[src/rtl/pktd_fifo_ctrl.sv]
// rtl/pktd_fifo_ctrl.sv - packet-mode store-and-forward FIFO controller
// Owns the packet-data memory ports; reader only ever sees fully committed packets.
module pktd_fifo_ctrl #(
   parameter int                DWIDTH    = 32,
   parameter int                AWIDTH    = 32,
   parameter int                FIFO_AW   = 10,
   parameter logic [AWIDTH-1:0] BASE_ADDR = '0,
   parameter int                PKT_AW    = 4
) (
   input  logic                clk,
   input  logic                resetn,
   input  logic                wr_valid,
   output logic                wr_ready,
   input  logic [DWIDTH-1:0]   wr_data,
   input  logic                wr_last,
   input  logic                wr_abort,
   output logic                rd_valid,
   input  logic                rd_ready,
   output logic [DWIDTH-1:0]   rd_data,
   output logic                rd_last,
   output logic [AWIDTH-1:0]   f0_waddr,
   output logic [DWIDTH-1:0]   f0_wdata,
   output logic                f0_write,
   output logic [AWIDTH-1:0]   f0_raddr,
   input  logic [DWIDTH-1:0]   f0_rdata,
   output logic [PKT_AW:0]     pkt_count,
   output logic                ovf_drop
);

   localparam int PW        = FIFO_AW + 1;
   localparam int PKT_DEPTH = 1 << PKT_AW;
   localparam logic [PW-1:0]   DEPTH_V = {1'b1, {FIFO_AW{1'b0}}};
   localparam logic [PKT_AW:0] PKT_V   = {1'b1, {PKT_AW{1'b0}}};

   typedef enum logic {RD_IDLE, RD_ACTIVE} rd_state_e;

   logic [PW-1:0]     wr_ptr_q, wr_ptr_d;
   logic [PW-1:0]     cm_ptr_q, cm_ptr_d;
   logic [PW-1:0]     rd_ptr_q, rd_ptr_d;
   logic [PW-1:0]     cur_len_q, cur_len_d;
   logic [PW-1:0]     rem_q, rem_d;
   logic [PKT_AW:0]   q_wr_q, q_wr_d;
   logic [PKT_AW:0]   q_rd_q, q_rd_d;
   logic [PW-1:0]     len_mem_q [PKT_DEPTH];
   logic              drop_q, drop_d;
   logic              init_q;
   rd_state_e         state_q, state_d;

   logic [PW-1:0]     used;
   logic              full;
   logic              wr_acc;
   logic              wr_fire;
   logic              commit;
   logic              rd_fire;
   logic              pop;
   logic [PKT_AW-1:0] q_head_idx;
   logic [PKT_AW-1:0] q_next_idx;

   assign used       = wr_ptr_q - rd_ptr_q;
   assign full       = (used == DEPTH_V);
   assign pkt_count  = q_wr_q - q_rd_q;
   assign q_head_idx = q_rd_q[PKT_AW-1:0];
   assign q_next_idx = q_rd_q[PKT_AW-1:0] + PKT_AW'(1);

   // Only speculative words fill the FIFO and nothing can drain: packet exceeds DEPTH.
   assign ovf_drop = full && (cm_ptr_q == rd_ptr_q) && (cur_len_q != '0);

   // While discarding an oversized tail the writer is drained without writing.
   assign wr_ready = init_q && (drop_q || (!full && (pkt_count != PKT_V)));
   assign wr_acc   = wr_valid && wr_ready && !wr_abort;
   assign wr_fire  = wr_acc && !drop_q;
   assign commit   = wr_fire && wr_last;

   assign f0_write = wr_fire;
   assign f0_wdata = wr_data;
   assign f0_waddr = BASE_ADDR + AWIDTH'(wr_ptr_q[FIFO_AW-1:0]);
   assign f0_raddr = BASE_ADDR + AWIDTH'(rd_ptr_q[FIFO_AW-1:0]);

   always_comb begin
      wr_ptr_d  = wr_ptr_q;
      cm_ptr_d  = cm_ptr_q;
      cur_len_d = cur_len_q;
      drop_d    = drop_q;
      q_wr_d    = q_wr_q;
      if (wr_abort) begin
         wr_ptr_d  = cm_ptr_q;
         cur_len_d = '0;
         drop_d    = 1'b0;
      end else if (ovf_drop) begin
         wr_ptr_d  = cm_ptr_q;
         cur_len_d = '0;
         drop_d    = 1'b1;
      end else if (wr_acc) begin
         if (drop_q) begin
            if (wr_last) begin
               drop_d = 1'b0;
            end
         end else begin
            wr_ptr_d = wr_ptr_q + PW'(1);
            if (wr_last) begin
               cm_ptr_d  = wr_ptr_q + PW'(1);
               cur_len_d = '0;
               q_wr_d    = q_wr_q + (PKT_AW+1)'(1);
            end else begin
               cur_len_d = cur_len_q + PW'(1);
            end
         end
      end
   end

   always_ff @(posedge clk or negedge resetn) begin
      if (!resetn) begin
         wr_ptr_q  <= '0;
         cm_ptr_q  <= '0;
         cur_len_q <= '0;
         drop_q    <= 1'b0;
         q_wr_q    <= '0;
         init_q    <= 1'b0;
         for (int i = 0; i < PKT_DEPTH; i++) begin
            len_mem_q[i] <= '0;
         end
      end else begin
         wr_ptr_q  <= wr_ptr_d;
         cm_ptr_q  <= cm_ptr_d;
         cur_len_q <= cur_len_d;
         drop_q    <= drop_d;
         q_wr_q    <= q_wr_d;
         init_q    <= 1'b1;
         if (commit) begin
            len_mem_q[q_wr_q[PKT_AW-1:0]] <= cur_len_q + PW'(1);
         end
      end
   end

   always_ff @(posedge clk or negedge resetn) begin
      if (!resetn) begin
         state_q <= RD_IDLE;
      end else begin
         state_q <= state_d;
      end
   end

   always_comb begin
      state_d = state_q;
      case (state_q)
         RD_IDLE: begin
            if (pkt_count != '0) begin
               state_d = RD_ACTIVE;
            end
         end
         RD_ACTIVE: begin
            if (pop && (pkt_count == (PKT_AW+1)'(1))) begin
               state_d = RD_IDLE;
            end
         end
         default: state_d = RD_IDLE;
      endcase
   end

   always_comb begin
      rd_valid = 1'b0;
      rd_last  = 1'b0;
      rd_data  = '0;
      if (state_q == RD_ACTIVE) begin
         rd_valid = 1'b1;
         rd_last  = (rem_q == PW'(1));
         rd_data  = f0_rdata;
      end
   end

   assign rd_fire = rd_valid && rd_ready;
   assign pop     = rd_fire && rd_last;

   // On the final word the next committed length is loaded directly, avoiding a bubble.
   always_comb begin
      rd_ptr_d = rd_ptr_q;
      rem_d    = rem_q;
      q_rd_d   = q_rd_q;
      if (state_q == RD_IDLE) begin
         if (pkt_count != '0) begin
            rem_d = len_mem_q[q_head_idx];
         end
      end else if (rd_fire) begin
         rd_ptr_d = rd_ptr_q + PW'(1);
         if (rd_last) begin
            q_rd_d = q_rd_q + (PKT_AW+1)'(1);
            rem_d  = len_mem_q[q_next_idx];
         end else begin
            rem_d = rem_q - PW'(1);
         end
      end
   end

   always_ff @(posedge clk or negedge resetn) begin
      if (!resetn) begin
         rd_ptr_q <= '0;
         rem_q    <= '0;
         q_rd_q   <= '0;
      end else begin
         rd_ptr_q <= rd_ptr_d;
         rem_q    <= rem_d;
         q_rd_q   <= q_rd_d;
      end
   end

endmodule

[config.mk]
export PLATFORM = sky130hd
export DESIGN_NAME = pktd_fifo_ctrl
export DESIGN_NICKNAME = d
export VERILOG_FILES = /design/src/rtl/pktd_fifo_ctrl.sv
export SDC_FILE = /design/constraint.sdc
export NUM_CORES = 1
export LEC_CHECK = 0
export CORE_MARGIN = 8
export CORE_UTILIZATION = 32
export DETAILED_ROUTE_END_ITERATION = 7
export SKIP_CTS_REPAIR_TIMING = 1
export SYNTH_ARGS = -nofsm -noshare
export SYNTH_HDL_FRONTEND = slang
export SYNTH_SLANG_ARGS = --single-unit
[constraint.sdc]
create_clock -name clk -period 9.57 [get_ports clk]
set_input_delay 2.3925 -clock clk [delete_from_list [all_inputs] [get_ports clk]]
set_output_delay 2.3925 -clock clk [all_outputs]
set_load 0.02 [all_outputs]
==> results of run 1 <==
sequential cells by signal, indices dropped and copies added (netlist names):
signal / flops
q_rd_q: 5
len_mem_q: 176
init_q: 1
drop_q: 1
state_q: 1
cm_ptr_q: 11
wr_ptr_q: 11
rd_ptr_q: 11
cur_len_q: 11
rem_q: 11
q_wr_q: 5
logic make-up after synthesis:
group	Yosys count	share of synthesized area (%)
AND/OR/NAND/NOR	252	9.675
XOR/XNOR	62	3.556
other	2	0.04917
adder cells (fa/ha/maj)	26	2.179
flip-flops	244	39.98
AO/OA/AOI/OAI	107	4.842
multiplexers	312	31.03
buffers and inverters	212	8.692
metal layers:
layer | track usage (%) | share of wire [%] | up-vias
li1 | - | - | 4366
met1 | 18.03 | 42 | 5075
met2 | 24.13 | 48 | 320
met3 | 1.711 | 5.5 | 88
met4 | 6.058 | 3.8 | 0
met5 | 0 | 0 | -
worst max-delay path, stage by stage, from the launching register on:
cell	delay [ps]
dfrtp_1	330
clkinv_1	730
ha_1	660
a21oi_1	170
xnor2_1	180
or4b_2	720
o31a_2	160
buf_4	330
o21a_1	250
clkdlybuf4s50_1	530
report_power, final:
part | internal (mW) | leakage [nW] | total [mW] | switching, mW
registers | 1.11 | 3.29 | 1.23 | 0.117
clock network | 0.604 | 0.429 | 1.01 | 0.408
logic | 0.357 | 3.61 | 0.860 | 0.503
per-stage QoR:
stage               setup WS, ps  hold WS [ps]  cells
floorplan                   3753         465.0   1260
global placement            2673         482.3   1815
detailed placement          2665         489.7   1815
CTS                         2479         500.8   1860
global route                2278         508.0   1860
finish                      2557         495.4   1860
worst max path at each step:
stage / depth (start not counted) / from / endpoint / slack, ps
after floorplan: 13 / q_rd_q[1] / wr_ready / 3750
after global placement: 4 / wr_abort / f0_write / 2670
after detailed placement: 4 / wr_abort / f0_write / 2660
after CTS: 9 / q_rd_q[3] / wr_ready / 2480
after global routing: 9 / q_rd_q[3] / wr_ready / 2280
final: 9 / q_rd_q[3] / wr_ready / 2560
area by class of cell:
type | instances | area [sq um] | share of cell area [%]
clock inverters | 1 | 5.005 | 0.02938
multi-input cells | 804 | 8031 | 47.14
well taps | 615 | 769.5 | 4.517
repair buffers | 116 | 1124 | 6.595
inverters | 36 | 135.1 | 0.7932
flip-flops and latches | 244 | 6112 | 35.88
clock buffers | 44 | 859.6 | 5.046
placed cells by master, fill, tap and decap left out, types with 5 or more instances in the layout:
master           synthesis  routed
a21o_1                   5       5
a21oi_1                 22      22
a31oi_1                  5       5
a32o_1                   5       5
and2_1                  39      39
and3_1                   7       7
buf_4                  103      17
clkbuf_1                44       5
clkbuf_16                0      27
clkbuf_8                 0      12
clkdlybuf4s50_1          0      98
conb_1                   2      45
dfrtp_1                244     241
ha_1                    25      24
inv_1                   35      35
mux2_2                 190     190
mux2i_1                 11      11
mux4_2                 110     110
nand2_1                 36      36
nand2b_1                 5       5
nand3_1                 32      32
nand4_1                 12      12
nand4_4                 10      10
nor2_1                  51      51
nor2b_1                  8       8
nor3_1                  16      15
nor4_1                   7       7
o211ai_1                 6       6
o21ai_0                 25      25
or2_2                    9       9
or3_1                    8       8
xnor2_1                 42      41
xor2_1                  20      20
==> impl_metrics.csv, run 1 <==
group,metric,value,unit
grt,grt_pass1_vias,9930,
synth,ys_types,62,
synth,synth_top_area_share,39.98,%
worst_setup_path,crit_path_start_kind,"flip-flop",
power,power,3.100,mW
synth,synthTopCellsByArea,"dfrtp_1 (40%), mux4_2 (16%), mux2_2 (14%)",
timing,drv_slew,0,
hold_path,min_path_cells,1,
power,p_leak,7.328,nW
worst_setup_path,crit_arrival,4620,ps
clocking,clock_sinks,244,
worst_setup_path,timing.rr.start,"q_rd_q[3]",
finish,nFillCells,4578,
hold_path,hold_path.class,"reg -> reg",
timing,finalCriticalPeriod,7013,ps
detailed_routing,wirelength,38990,um
die,placement_rows,80,
placement,place_area,0.01617,sq mm
die,die_area,0.05497,sq mm
timing,worst_pin_slew,1272,ps
detailed_routing,vias,9849,
worst_setup_path,cp.required,7180,ps
finish,diodes,0,
placement,place.gp.congestion,0.8440,
timing,finClkSkew,11.35,ps
clocking,clk-insertion-delay-late,540,ps
timing,setup_viol,0,
timing,rsz0062_at_grt,"no",
grt,overflow,0,
synth,synth_top_area_cell,"dfrtp_1",
worst_setup_path,reg2reg_to,"len_mem_q[66]",
timing,fin_setup_tns,0,ps
hold_path,holdPathEnd,"q_wr_q[4]",
grt,grt_first_pass_wirelength,60950,um
die,start_util,32.19,%
detailed_routing,first_iter_violations,564,
die,die_y,234.5,um
clocking,cts_buffers,26,
die,pin_count,208,
power,p_per_area,181.9,mW/mm^2
grt,gr-usage-all-layers,14.16,%
timing,max_slew_margin,14.59,%
worst_setup_path,worst-r2r-setup-slack,4790,ps
detailed_routing,wl_per_cell,20.96,um
synth,synth_area_per_cell,12.55,sq um
die,die_w,234.5,um
synth,ys.flop_type,"dfrtp_1",
synth,yosysMostFrequentCell,"dfrtp_1",
worst_setup_path,crit_type,"reg -> out",
die,coreArea,0.04745,sq mm
synth,syn_area,0.01527,sq mm
clocking,clk_pin_slew,60,ps
status,status,"complete, no violations",
clocking,root_buffer,"clkbuf_16",
finish,final_nets,1324,
placement,place_hpwl,26140,um
synth,synthCells,1217,
synth,yosysSeqAreaShare,39.98,%
finish,fin_area,0.01704,sq mm
finish,drive_above_1_share,31.41,%
synth,async_flop_share,100.0,%
flow_run,cap_viol_max_count,0,
detailed_routing,firstDrtPassIters,6,
worst_setup_path,cp-end-kind,"output pin",
timing,period_share,73.29,%
synth,yosysWarnings,0,
timing,hold_viol,0,
detailed_routing,detail-route-antenna-nets,0,
clocking,h-tree-depth,1,
synth,synth_edf_count,0,
clocking,cts_tree,"yes",
finish,syn_to_final_growth,11.55,%
clocking,clockBufferDepth,3,
finish,final_util,35.91,%
detailed_routing,drc,0,
power,ir_drop,0.1289,mV
worst_setup_path,reg2reg_depth,9,
hold_path,hold_start,"q_wr_q[4]",
grt,grt_max_degree,128,
detailed_routing,vias_per_cell,5.295,
worst_setup_path,crit_fanout,45,
timing,maxClockFrequency,142.6,MHz
synth,synth_seq_cells,244,
synth,ys_top_cells_by_count,"dfrtp_1 (244), mux2_2 (190), mux4_2 (110), buf_4 (103), nor2_1 (51)",
placement,port_buffers,99,
grt,antenna_found_initial,0,
(Power assumes the default switching activity.)
==> run 2, diff against run 1 <==
==> constraint.sdc (replaced) <==
create_clock -name clk -period 6.8 [get_ports clk]
set_input_delay 1.7 -clock clk [delete_from_list [all_inputs] [get_ports clk]]
set_output_delay 1.7 -clock clk [all_outputs]
set_load 0.02 [all_outputs]
==> run 2 against run 1 <==
Clock power increased by 49%. Register-to-register slack got worse by 2800 ps. Non-clock buffer count unchanged. Critical path depth increased by 1. Wire length increased by 0.72%. Global-route usage about the same. Combinational power increased by 42%. Cell count increased by 0.16%. Die area unchanged. Clock-buffer cell count unchanged. Total power increased by 43%. Critical endpoint unchanged. Largest cell class unchanged. Largest power group unchanged. Highest routed layer unchanged.
==> impl_metrics.csv, run 2 (synthesized netlist as in run 1, its figures left out) <==
group,metric,value,unit
die,coreArea,0.04745,sq mm
detailed_routing,vias_per_cell,5.320,
timing,setup_slack,992.6,ps
grt,gr-usage-all-layers,14.18,%
finish,multi_input_area,0.008046,sq mm
clocking,clk_pin_slew,60,ps
placement,placed_cells_incl_taps,1815,
timing,period_share,85.40,%
timing,hold-worst-slack,487.4,ps
finish,regArea,0.006112,sq mm
grt,grt_first_pass_wirelength,60900,um
hold_path,hold_path.class,"reg -> reg",
grt,antenna_found_initial,0,
finish,fin_area,0.01712,sq mm
die,die_w,234.5,um
power,p_leak,7.378,nW
flow_run,cap_viol_max_count,0,
finish,final_nets,1326,
detailed_routing,first_iter_violations,606,
finish,syn_to_final_growth,12.13,%
worst_setup_path,cp-end-kind,"output pin",
worst_setup_path,crit_fanout,45,
timing,maxClockFrequency,172.2,MHz
grt,grt_pass1_vias,10100,
finish,drive_above_1_share,31.65,%
power,p_per_area,259.4,mW/mm^2
worst_setup_path,crit_type,"reg -> out",
timing,setup_viol,0,
placement,place_hpwl,26380,um
power,power,4.443,mW
die,pin_count,208,
finish,largest_reg_flops,176,
grt,overflow,0,
placement,port_buffers,99,
grt,grt_max_degree,145,
status,status,"complete, no violations",
detailed_routing,firstDrtPassIters,5,
finish,layout_common_cells,"dfrtp_1 (241), mux2_2 (190), mux4_2 (110)",
finish,final_util,36.09,%
finish,diodes,0,
timing,max_slew_margin,25.02,%
timing,finClkSkew,21.15,ps
finish,nFillCells,4615,
die,placement_rows,80,
clocking,cts_buffers,28,
timing,fin_setup_tns,0,ps
clocking,h-tree-depth,1,
worst_setup_path,crit_arrival,4110,ps
power,ir_drop,0.1870,mV
worst_setup_path,cp.required,5100,ps
clocking,clk-insertion-delay-late,550,ps
timing,finalCriticalPeriod,5807,ps
timing,rsz0062_at_grt,"no",
die,start_util,32.19,%
die,die_y,234.5,um
detailed_routing,wl_per_cell,21.08,um
detailed_routing,wirelength,39270,um
placement,place_area,0.01620,sq mm
timing,worst_pin_slew,1121,ps
clocking,root_buffer,"clkbuf_16",
detailed_routing,detail-route-antenna-nets,0,
finish,top_register,"len_mem_q",
finish,stdcell_count,1863,
detailed_routing,vias,9912,
detailed_routing,drc,0,
worst_setup_path,crit_path_start_kind,"flip-flop",
die,die_area,0.05497,sq mm
placement,dp_slack,1265,ps
clocking,clock_sinks,244,
clocking,clockBufferDepth,3,
timing,hold_viol,0,
finish,final_common_cell,"dfrtp_1",
placement,place.gp.congestion,0.8584,
timing,drv_slew,0,
clocking,cts_tree,"yes",
## run 2: cell types whose count changed in the layout (fill, tap and decap cells not counted), sizes merged
cell	previous run	this run
bufinv	0	1
clkinv	2	4
## run 2: path summary, 6_finish.rpt
check | start | cells past startpoint | slack, ps | end
worst min-delay path | q_wr_q[4] | 1 | 490 | q_wr_q[4]
worst min register to register | q_wr_q[4] | 1 | 490 | q_wr_q[4]
min in group asynchronous | resetn | 1 | 1180 | len_mem_q[134]
worst max-delay path | q_rd_q[0] | 10 | 990 | wr_ready
worst max register to register | rd_ptr_q[4] | 10 | 2010 | len_mem_q[79]
max in group asynchronous | resetn | 2 | 4340 | drop_q
## run 2: power breakdown
part	switching, mW	leakage [nW]	internal, mW	total [mW]
Sequential	0.154	3.29	1.56	1.72
Combinational	0.720	3.63	0.504	1.22
Clock	0.591	0.455	0.909	1.50
## run 2: area by class of cell
class / count / area share (%)
timing repair buffer: 116 / 6.635
sequential: 244 / 35.69
clock buffer: 44 / 5.093
multi-input combinational: 804 / 46.99
inverter: 36 / 0.7891
tap: 615 / 4.494
clock inverter: 4 / 0.3069
## run 2: worst max-delay path, stage by stage (launching register included)
cell and delay, ps:
dfrtp_4 910, ha_1 320, fa_1 210, inv_1 50, a21o_1 160, a21oi_1 160, xnor2_1 180, or4b_2 700
o31a_2 170, o21a_1 170, clkdlybuf4s50_1 530
## run 2: per-layer routing
metal	routed length, um	global-route usage, %	up-vias
met2	19350	24.83	317
met1	16020	17.29	5103
li1	-	-	4404
met4	1531	6.000	0
met3	2366	2.121	88
met5	0	0	-
==> patch 1 (settings of run 2) <==
The parameter `AWIDTH` goes from 32 to 28.
--- a/src/rtl/pktd_fifo_ctrl.sv
+++ b/src/rtl/pktd_fifo_ctrl.sv
@@ -3,5 +3,5 @@
 module pktd_fifo_ctrl #(
    parameter int                DWIDTH    = 32,
-   parameter int                AWIDTH    = 32,
+   parameter int                AWIDTH    = 28,
    parameter int                FIFO_AW   = 10,
    parameter logic [AWIDTH-1:0] BASE_ADDR = '0,
Interface: changed (resized f0_raddr and f0_waddr); port bits go from 208 to 200. The function was not compared with the original's and may differ.
==> patch 1 against run 2 <==
Die area is 0.37% lower. Sequential cell count unchanged. Critical path type unchanged. Routed wire length is 1.5% higher. Power rose by 2.9%. Register-to-register slack gained 0.04 ns. Setup slack worse by 0.18 ns. Largest cell class unchanged. Area after synthesis is 0.39% lower. Highest routed layer unchanged. Design area up 0.50%.
==> patch 1: results (changes against run 2) <==
The arrival time of the worst setup path was 4.29 ns (+0.18 ns). The tools report the minimum setup slack among reg-to-reg paths as 2.05 ns (+0.04 ns). Count of H-tree levels built during CTS: 1 (unchanged). The worst stage delay on the critical path works out to 1.07 ns (+0.16 ns).

The tools report the endpoint with the worst hold slack as q_rd_q[4]$_DFFE_PN0P_. Yosys attributes the largest share of cell area to dfrtp_1 (40%), mux4_2 (16%), mux2_2 (14%), buf_4 (4.7%), xnor2_1 (2.4%). The tools report the capture instance of the worst register-to-register path as len_mem_q[93]$_DFFE_PN0P_. The run gives 1510 µW (+2.8%) as the switching power. The launch point of the worst hold path was q_rd_q[4]$_DFFE_PN0P_. For the routed via count, the log shows 9952 (+0.40%). The count of plain and timing-repair buffers in the layout works out to 119 (+2.6%).

The violation count after the first detailed-routing iteration is 757 (+25%). The run gives 796 (-1.0%) as the multi-input logic cell count. Weighted congestion reported at the end of routability-driven placement: 0.830 (-3.3%). The area fraction of clock buffers and clock inverters was 5.89% (+0.49 points); the buffering overhead was 6.73% (+0.098 points). The wire length of the first global-routing pass came out at 61.1 mm (+0.25%). For the maximum resistive drop on vdd, the log shows 0.165 mV (-12%).

The logs give 0.0164 ns (-0.00477 ns) for the clock tree skew after final layout and 14.3% (+0.14 points) for the total global routing track utilization. The tools report the maximum number of pins on one net before global-route repair as 166 (+14%). Cell type with the highest aggregate area in the netlist: dfrtp_1. The share of cell area taken by multi-input logic gates is 46.6% (-0.39 points), and the initial antenna violation count is 1 (+1). The run gives 1209 (-0.66%) as the cell count after synthesis. The logs give 37 (-16%) for the final-layout clock buffer total and 4495 (-2.6%) for the fill cell instance count of the final layout. The commonest cells after synthesis are dfrtp_1 (244), mux2_2 (190), mux4_2 (110).

The non-filler instance count after layout is 1862 (-0.054%), and the total number of nets in the final design is 1321 (-0.38%). The largest fanout of any net on the critical path was 15 (-67%). The flow ran to the end, and the final reports show no timing, DRC or antenna violations. The worst-path cell with the longest stage delay is dfrtp_1. The startpoint of the lowest-slack register-to-register path is q_rd_q[2]$_DFFE_PN0P_.

Worst reg2reg path depth: 11 (+1). Leakage component of the power: 0.00738 µW (about the same). The pre-CTS worst setup slack was 1.26 ns (-0.00527 ns); the register clock-pin slew on the reported worst setup and hold paths was 0.06 ns (about the same).

The average wire per standard cell works out to 21.4 µm (+1.5%). Measured slew at the worst slew-check pin: 1.15 ns (+0.0249 ns).
patch 1: changes by cell type in the layout (fill, tap and decap cells not counted), sizes merged:
cell	run 2	this run
conb	45	37
clkbuf	44	37
clkinvlp	0	6
buf	18	21
bufinv	1	4
clkinv	4	5
inv	35	36
patch 1: stage by stage:
stage          power [µW]  cell area, µm²  util (%)  hold WS (ns)
5_1_grt              4800           17200      36.3         0.515
6_report             4570           17200      36.3         0.496
4_1_cts              4610           17200      36.3         0.501
3_5_place_dp         2950           16200      34.2         0.486
3_3_place_gp         2940           16200      34.2         0.481
2_1_floorplan        2640           15300         -         0.465
patch 1: routing by layer:
| layer | part of all wire (%) | GRT usage, % | vias up |
|---|---|---|---|
| met5 | 0 | 0 | - |
| met3 | 6.4 | 1.87 | 82 |
| met1 | 41 | 18.4 | 5143 |
| met4 | 3.1 | 4.94 | 0 |
| li1 | - | - | 4383 |
| met2 | 50 | 24.7 | 344 |
patch 1: power groups by stage:
stage / sequential, µW / clock (µW) / combinational (µW)
6_report: 1720 / 1640 / 1210
5_1_grt: 1740 / 1740 / 1330
3_3_place_gp: 1740 / 0 / 1200
4_1_cts: 1720 / 1680 / 1210
3_5_place_dp: 1740 / 0 / 1200
2_1_floorplan: 1690 / 0 / 951
patch 1: cell families after synthesis:
logic type               synth area share [%]
AND/OR/NAND/NOR                          9.71
AO/OA/AOI/OAI                            4.86
adder cells (fa/ha/maj)                  2.19
flip-flops                               40.1
XOR/XNOR                                 3.57
other                                  0.0494
multiplexers                             31.1
buffers and inverters                    8.33
patch 1: worst max path at each step:
stage / to / slack, ns / depth (start not counted)
after floorplan: wr_ready / 1.68 / 13
after global placement: f0_write / 1.26 / 4
after detailed placement: f0_write / 1.26 / 4
after CTS: wr_ready / 0.76 / 9
after global routing: wr_ready / 0.70 / 9
final: wr_ready / 0.81 / 9
==> patch 2 (settings of run 2) <==
Without the edit above. Reset style: synchronous (`resetn`), changed in 3 clocked blocks.
--- a/src/rtl/pktd_fifo_ctrl.sv
+++ b/src/rtl/pktd_fifo_ctrl.sv
@@ -109,5 +109,5 @@
    end
 
-   always_ff @(posedge clk or negedge resetn) begin
+   always_ff @(posedge clk) begin
       if (!resetn) begin
          wr_ptr_q  <= '0;
@@ -133,5 +133,5 @@
    end
 
-   always_ff @(posedge clk or negedge resetn) begin
+   always_ff @(posedge clk) begin
       if (!resetn) begin
          state_q <= RD_IDLE;
@@ -192,5 +192,5 @@
    end
 
-   always_ff @(posedge clk or negedge resetn) begin
+   always_ff @(posedge clk) begin
       if (!resetn) begin
          rd_ptr_q <= '0;
Formal check against the unedited RTL: differs if resetn is asserted again (counterexample within 4 cycles, from zero or initial values and one cycle with resetn low); with resetn held inactive, the same outputs for 4 cycles.
==> patch 2 against run 2 <==
Design area fell by 4.1%. Sequential cell count increased by 4. Register-to-register slack got worse by 0.30 ns. Setup slack lost 0.25 ns. Routed wire length fell by 2.2%. Final cell count increased by 1.0%. Largest cell class unchanged. Count of clock-buffer cells in the layout shrank 12. Area after synthesis decreased by 4.6%.
Power is not compared: it rests on default switching activity, and its combinational part moved more than twofold at a synthesized area within 25%.
==> patch 2: results (changes against run 2) <==
Met2 track demand over resource: 24.1% (-0.77 points). Met1 track utilization from global routing: 18.3% (+0.99 points). The worst reg2reg path depth works out to 14 (+4). Area fraction of clock buffers and clock inverters: 5.57% (+0.17 points). The number of enable flip-flop cells after synthesis was 176 (+176); the sequential share of the synthesized area was 46.2% (+6.2 points). The worst hold path stage count is 2 (+1), and the arrival time of the worst setup path is 4.36 ns (+0.25 ns). The run gives 32 (-27%) as the final-layout clock buffer total. The fraction of registers with async set or reset after synthesis was 0% (-100 points). For the post-route worst setup slack, the log shows 0.741 ns (-0.252 ns).

The average wire per standard cell was 20.4 µm (-3.2%). The violation count after the first detailed-routing iteration was 722 (+19%); the buffering overhead was 6.97% (+0.33 points). The share of cell area taken by multi-input logic gates was 41.2% (-5.8 points). The total placed cells including tap cells is 1834 (+1.0%), and the total number of nets in the final design is 1358 (+2.4%). The routing usage on met3 is 1.97% (-0.16 points), and the first-pass iteration count of the detailed router is 5 (unchanged).

The wire length on met1 was 15.5 mm (-3.1%); the detailed-route wire length was 38.4 mm (-2.2%). The endpoint identified for the worst register-to-register timing path is len_mem_q[15][6]$_SDFFCE_PN0P_. Count of plain and timing-repair buffers in the layout: 120 (+3.4%).

For the number of global-route vias before repair, the log shows 9544 (-5.5%). By area the synthesized netlist is led by edfxtp_1 (36%), mux4_2 (17%), dfxtp_1 (9.9%), buf_4 (5.2%), nor2_1 (4.7%). The run gives 26 (-7.1%) as the number of CTS-inserted buffers. Among all stages on the critical path, the largest delay is contributed by nor4b_1. The run finished with clean final reports. The largest fanout of any net on the critical path was 14 (-69%). The wire length of the first global-routing pass is 58.4 mm (-4.1%). The kind of cell with the highest combined delay on the critical path was simple AND/OR/NAND/NOR gates.

The logs give 6730 µm² (+10%) for the combined flip-flop and latch cell area and 52600 µm² (-4.3%) for the total die area. The number of register bits inferred by synthesis was 248 (+1.6%); the worst stage delay on the critical path was 0.93 ns (+0.02 ns). For the number of distinct library cells after synthesis, the log shows 65 (+4.8%). The multi-input logic cell count was 835 (+3.9%); the relative slew slack was 25.1% (+0.098 points). In this run the critical register-to-register path is launched from q_wr_q[0]$_SDFFE_PN0P_. The tools report the maximum resistive drop on vdd as 0.110 mV.

The tools report the worst hold margin as 0.490 ns (+0.00280 ns). The share of cells above drive strength 1 is 16.9% (-15 points), and the sum of met3 wire segment lengths after detailed routing is 3.28 mm (+38%). The detailed placer's ending HPWL is 27.4 mm (+3.8%).

Relative to the synthesized area, the layout overhead comes to 12.7%. The post-synthesis area per instance is 11.6 µm² (-7.3%), and the weighted congestion reported at the end of routability-driven placement is 0.828 (-3.5%). The via density per instance came out at 5.16 (-3.1%). The initial antenna violation count was 1 (+1); the minimum setup slack among reg-to-reg paths was 1.71 ns (-0.30 ns).

The path with the worst hold slack has its endpoint at cur_len_q[10]$_SDFFE_PP0P_. The tools report the total global routing track utilization as 14.1% (-0.091 points). The tools report the wire length on met2 as 18.7 mm (-3.3%).

Following the worst setup path forward leads to its endpoint at f0_write.
[patch 2: cell count changes after synthesis, sizes merged, moves of 8 or more]
cell	delta
dfxtp	+72
nand2	+35
mux2	-191
and2	+11
edfxtp	+176
o21ai	+13
clkbuf	+8
dfrtp	-244
nor2	+152
[patch 2: kinds of logic after synthesis]
family	after synthesis	share of synthesized area (%)
buffers and inverters	213	8.78
and+or+nand+nor	460	15.8
AOI/OAI and AO/OA	114	4.98
DFF	248	46.2
muxes	121	17.8
xor gates and xnor gates	70	4.21
adders and majority gates	26	2.28
other	1	0.0257
[patch 2: worst register-to-register path, stage by stage, from the launching register on]
cell and delay, ns:
dfxtp_1 0.42, inv_1 0.11, ha_1 0.24, fa_1 0.40, inv_1 0.08, a21o_1 0.12, a21oi_1 0.08, xnor2_1 0.27
nor4b_1 0.93, nand2b_1 0.21, buf_4 0.19, nand2b_2 0.16, buf_4 0.28, or3_1 0.58, nand2_1 0.59
